===== src/rtl/timer_pkg.sv =====
// timer_pkg: shared state encoding and saturating-increment helper for the timer group
// Contents: state_t (IDLE, ARMED, RUN, HOLD as 2-bit codes) and sat_full(), which reports
// whether a w-bit counter is at its maximum, so an increment must saturate instead.
package timer_pkg;
  typedef enum logic [1:0] {IDLE = 2'd0, ARMED = 2'd1, RUN = 2'd2, HOLD = 2'd3} state_t;
  function automatic logic sat_full(input logic [31:0] v, input int unsigned w);
    return v == (32'hffff_ffff >> (32 - w));
  endfunction
endpackage


===== src/rtl/tick_divider.sv =====
// tick_divider: prescale phase counter that raises tick on the last phase of every P cycles
// Ports: clock, reset (sync, active-high), clear (sync restart at phase 0),
// enable (advance one phase), tick (phase == P-1).
module tick_divider #(
  parameter int P = 4
) (
  input  logic clock,
  input  logic reset,
  input  logic clear,
  input  logic enable,
  output logic tick
);
  localparam int CW = $clog2(P);
  logic [CW-1:0] pc;
  assign tick = pc == CW'(P - 1);
  always_ff @(posedge clock)
    if (reset || clear) pc <= '0;
    else if (enable) pc <= tick ? '0 : pc + 1'b1;
endmodule


===== src/rtl/interval_meter.sv =====
// interval_meter: counts cycles (or prescaled ticks) between two mark strobes, result via valid/ready
// Ports: clock, reset (sync, active-high), arm (start request), mark (event strobe),
// result[W] / overflow (measured interval, saturation flag), valid / ready (handshake), busy.
// Option: INTERVAL_METER_PRESCALE_EN adds parameter P and divides the count by P.
module interval_meter
  import timer_pkg::*;
#(
  parameter int W = 8
`ifdef INTERVAL_METER_PRESCALE_EN
  , parameter int P = 4
`endif
) (
  input  logic         clock,
  input  logic         reset,
  input  logic         arm,
  input  logic         mark,
  output logic [W-1:0] result,
  output logic         overflow,
  output logic         valid,
  input  logic         ready,
  output logic         busy
);
  state_t state;
  logic [W-1:0] count;
  logic tick, full;
  assign full = sat_full(32'(count), W);
`ifdef INTERVAL_METER_PRESCALE_EN
  tick_divider #(.P(P)) u_div (
    .clock(clock),
    .reset(reset),
    .clear(state == ARMED && mark),
    .enable(state == RUN && !mark),
    .tick(tick)
  );
`else
  assign tick = 1'b1;
`endif
  // On the stopping mark the final phase still counts, so a pending tick adds one more.
  always_ff @(posedge clock)
    if (reset) begin
      state <= IDLE;
      result <= '0;
      overflow <= 1'b0;
      valid <= 1'b0;
      busy <= 1'b0;
      count <= '0;
    end else
      case (state)
        IDLE:
          if (arm) begin
            state <= ARMED;
            overflow <= 1'b0;
            busy <= 1'b1;
          end
        ARMED:
          if (mark) begin
            state <= RUN;
            count <= '0;
          end
        RUN:
          if (mark) begin
            state <= HOLD;
            valid <= 1'b1;
            busy <= 1'b0;
            result <= (tick && !full) ? count + 1'b1 : count;
            overflow <= overflow | (tick && full);
          end else if (tick) begin
            count <= full ? count : count + 1'b1;
            overflow <= overflow | full;
          end
        HOLD:
          if (ready) begin
            state <= IDLE;
            valid <= 1'b0;
          end
        default: state <= IDLE;
      endcase
endmodule


===== config.mk =====
export PLATFORM = sky130hd
export DESIGN_NAME = interval_meter
export DESIGN_NICKNAME = d
export VERILOG_FILES = /design/src/rtl/timer_pkg.sv /design/src/rtl/tick_divider.sv /design/src/rtl/interval_meter.sv
export SDC_FILE = /design/constraint.sdc
export NUM_CORES = 1
export LEC_CHECK = 0
export BUFFER_PORTS_ARGS = -buffer_cell sky130_fd_sc_hd__clkbuf_2
export CAP_MARGIN = 40
export CORE_UTILIZATION = 58
export CTS_BUF_LIST = sky130_fd_sc_hd__clkbuf_4 sky130_fd_sc_hd__clkbuf_8
export DETAILED_ROUTE_END_ITERATION = 12
export PLACE_DENSITY = 0.8
export SLEW_MARGIN = 20
export SYNTH_ARGS = -nofsm -noshare
export SYNTH_HDL_FRONTEND = slang
export SYNTH_SLANG_ARGS = --single-unit

===== constraint.sdc =====
create_clock -name clock -period 1.9 [get_ports clock]
set_clock_uncertainty 0.05 [all_clocks]
set_input_delay 0.095 -clock clock [delete_from_list [all_inputs] [get_ports clock]]
set_output_delay 0.095 -clock clock [all_outputs]
set_load 0.005 [all_outputs]

==> impl_metrics.env <==
export IMPL_cts_tree="done"
export IMPL_port_buffers=15
export IMPL_critPathArrivalTime_ns=1.97
export IMPL_relSlewSlack_pct=70.2
export IMPL_slew_violations=0
export IMPL_first_global_vias=1029
export IMPL_synth_area_leader_cell="dfxtp_1"
export IMPL_synth_commonest_cells="dfxtp_1 (21), nand2_1 (12), nand3_1 (11), a21oi_1 (7)"
export IMPL_viasPerCell=6.59
export IMPL_synth_fa_ha_area_share_pct=6.07
export IMPL_worstMarginPinSlew_ns=0.446
export IMPL_cts_buffers=3
export IMPL_drtPass1Iterations=7
export IMPL_die_h_um=48.2
export IMPL_syn_area_um2=1240
export IMPL_routed_wl_mm=3.14
export IMPL_status="complete, no violations"
export IMPL_yosysUniqueCellTypes=44
export IMPL_rsz0062_at_grt="no"
export IMPL_leakagePower_uw=0.000535
export IMPL_synth_seq_area_share_pct=34.0
export IMPL_yosysTopAreaCellShare_pct=34.0
export IMPL_worst_path_buf_inv=2
export IMPL_cts_root_buf="clkbuf_4"
export IMPL_drt_iter0_markers=98
export IMPL_fp_row_count=16
export IMPL_htree_levels=1
export IMPL_clkLatencyLatePin_ns=0.31
export IMPL_muxShareOfSynthArea_pct=0
export IMPL_critical_path_max_stage_delay_ns=0.43
export IMPL_worstSetupPathType="reg2reg"
export IMPL_grt_pass1_wl_mm=4.60
export IMPL_drc=0
export IMPL_yosys_cell_count_top_type="dfxtp_1"
export IMPL_nets=177
export IMPL_synth_ff_type="dfxtp_1"
export IMPL_hp_class="in2reg"
export IMPL_synthesis_nets=161
export IMPL_syn_avg_cell_area_um2=8.25
export IMPL_gp_congestion=0.943
export IMPL_cts_num_sinks=21
export IMPL_yosys_warnings=0
export IMPL_worstPathCellList="inv_1, ha_4, or3b_1, buf_4, o31ai_1, a21oi_1"
export IMPL_detail_route_wl_per_cell_um=16.4
export IMPL_synth_edf_count=0
export IMPL_antenna_left=0
export IMPL_dpl_hpwl_mm=2.26
export IMPL_yosys_area_share_simple_pct=26.1
export IMPL_fmax_mhz=550
export IMPL_fp_coreArea_um2=1980
export IMPL_finalHoldViolCount=0
export IMPL_async_reset_ff_share_pct=0
export IMPL_cellPowerDensity_nw_per_um2=939
export IMPL_endpoint_kind="register"
export IMPL_tns_ns=0
export IMPL_final_layout_size_suffix_gt1_share_pct=21.2
export IMPL_dieArea_um2=2320
export IMPL_diodes=0
export IMPL_grtUsageTotal_pct=28.5
export IMPL_synth_area_leaders="dfxtp_1 (34%), ha_1 (6.1%), nand3_1 (4.4%)"
export IMPL_holdWs_ns=0.0979
export IMPL_period_share_pct=95.8
export IMPL_clk_pin_slew_ns=0.12
export IMPL_post_cts_buffers=0
export IMPL_period_minus_slack_ns=1.82
export IMPL_slowest_stage="or3b_1"
export IMPL_ios=16
export IMPL_synth_compound_area_share_pct=28.3
export IMPL_synth_seq_cells=21
export IMPL_area_delta_synth_final_pct=12.9
export IMPL_clock_path_buffers=2
export IMPL_drv_cap=0
export IMPL_ir_worst_vdd_uv=986
export IMPL_syn_instance_count=150
export IMPL_num_vias=1265
export IMPL_synth_top_family_by_area="compound AO/OA/AOI/OAI gates"
export IMPL_power_uw=1310
export IMPL_initial_core_util_pct=62.4
export IMPL_grt_overflow=0
export IMPL_path_max_fanout=9
export IMPL_antenna_found_initial=0
export IMPL_setup_violations=0
export IMPL_synth_xor_area_share_pct=0
export IMPL_worstSetupStartpointType="register"
export IMPL_required_ns=2.06
export IMPL_grt_max_degree=15
export IMPL_crit_family="simple AND/OR/NAND/NOR gates"
export IMPL_dieWidth_um=48.2
-- logic make-up (layout without fill, tap and decap cells) --
group                    Yosys count  count (layout)
flip-flops                        21              21
buffers and inverters             16              31
AND/OR/NAND/NOR                   59              59
adder cells (fa/ha/maj)            6               6
AO/OA/AOI/OAI                     48              48
-- worst paths after layout --
path	from	to	slack [ns]	cells after the start
worst min-delay path	reset	state[1]	0.1	2
worst max register to register	state[0]	count[5]	0.08	6
worst min register to register	result[4]	result[4]	0.43	2
worst max-delay path	state[0]	count[5]	0.08	6
-- placed cells by master, fill, tap and decap left out, types with 6 or more instances in the layout --
master     n
nor2_1     6
a21oi_1    7
nand3_1   11
and3_1     6
clkbuf_2  15
nand2_1   12
dfxtp_1   20
o21ai_0    6
buf_4      9
-- per-stage QoR --
step / std cells / cell area (µm²) / setup slack (ns) / util, %
after CTS: 192 / 1380 / 0.0269 / 69.8
after floorplan: 150 / 1240 / 0.142 / -
final: 192 / 1400 / 0.0807 / 70.5
after detailed placement: 188 / 1360 / 0.0592 / 68.4
after global placement: 188 / 1360 / 0.146 / 68.4
after global routing: 192 / 1400 / 0.00139 / 70.5
-- worst reg2reg max path, cell delays in order (launching register included) --
cell and delay (ns):
dfxtp_1 0.37, inv_1 0.16, ha_4 0.20, or3b_1 0.43
buf_4 0.18, o31ai_1 0.23, a21oi_1 0.11
-- cell type report --
type | instances | area, µm²
clock inverters | 1 | 5.00
multi-input cells | 113 | 761
flip-flops and latches | 21 | 422
fillers | 163 | 584
inverters | 3 | 11.3
repair buffers | 24 | 143
well taps | 27 | 33.8
clock buffers | 3 | 22.5
-- registers in the layout (all words and copies together), names as in the netlist --
register,cells
busy,1
count,8
overflow,1
result,8
state,2
valid,1
-- power breakdown --
group          internal (µW)  switching, µW
clock network           78.6            140
logic                    240            303
registers                501           49.2
-- routing by layer --
layer / part of all wire, % / GRT usage [%] / up-vias
li1: - / - / 604
met3: 9.3 / 4.07 / 12
met1: 40 / 37.0 / 562
met4: 2.0 / 13.9 / 0
met5: 0 / 0 / -
met2: 48 / 46.1 / 87
-- repair_timing --
action | CTS | global route
endpoints found under the setup margin | 0 | 5
gates resized for setup | 0 | 3
hold buffers | 0 | 0
Note: power is estimated with default switching activity, not from simulation.
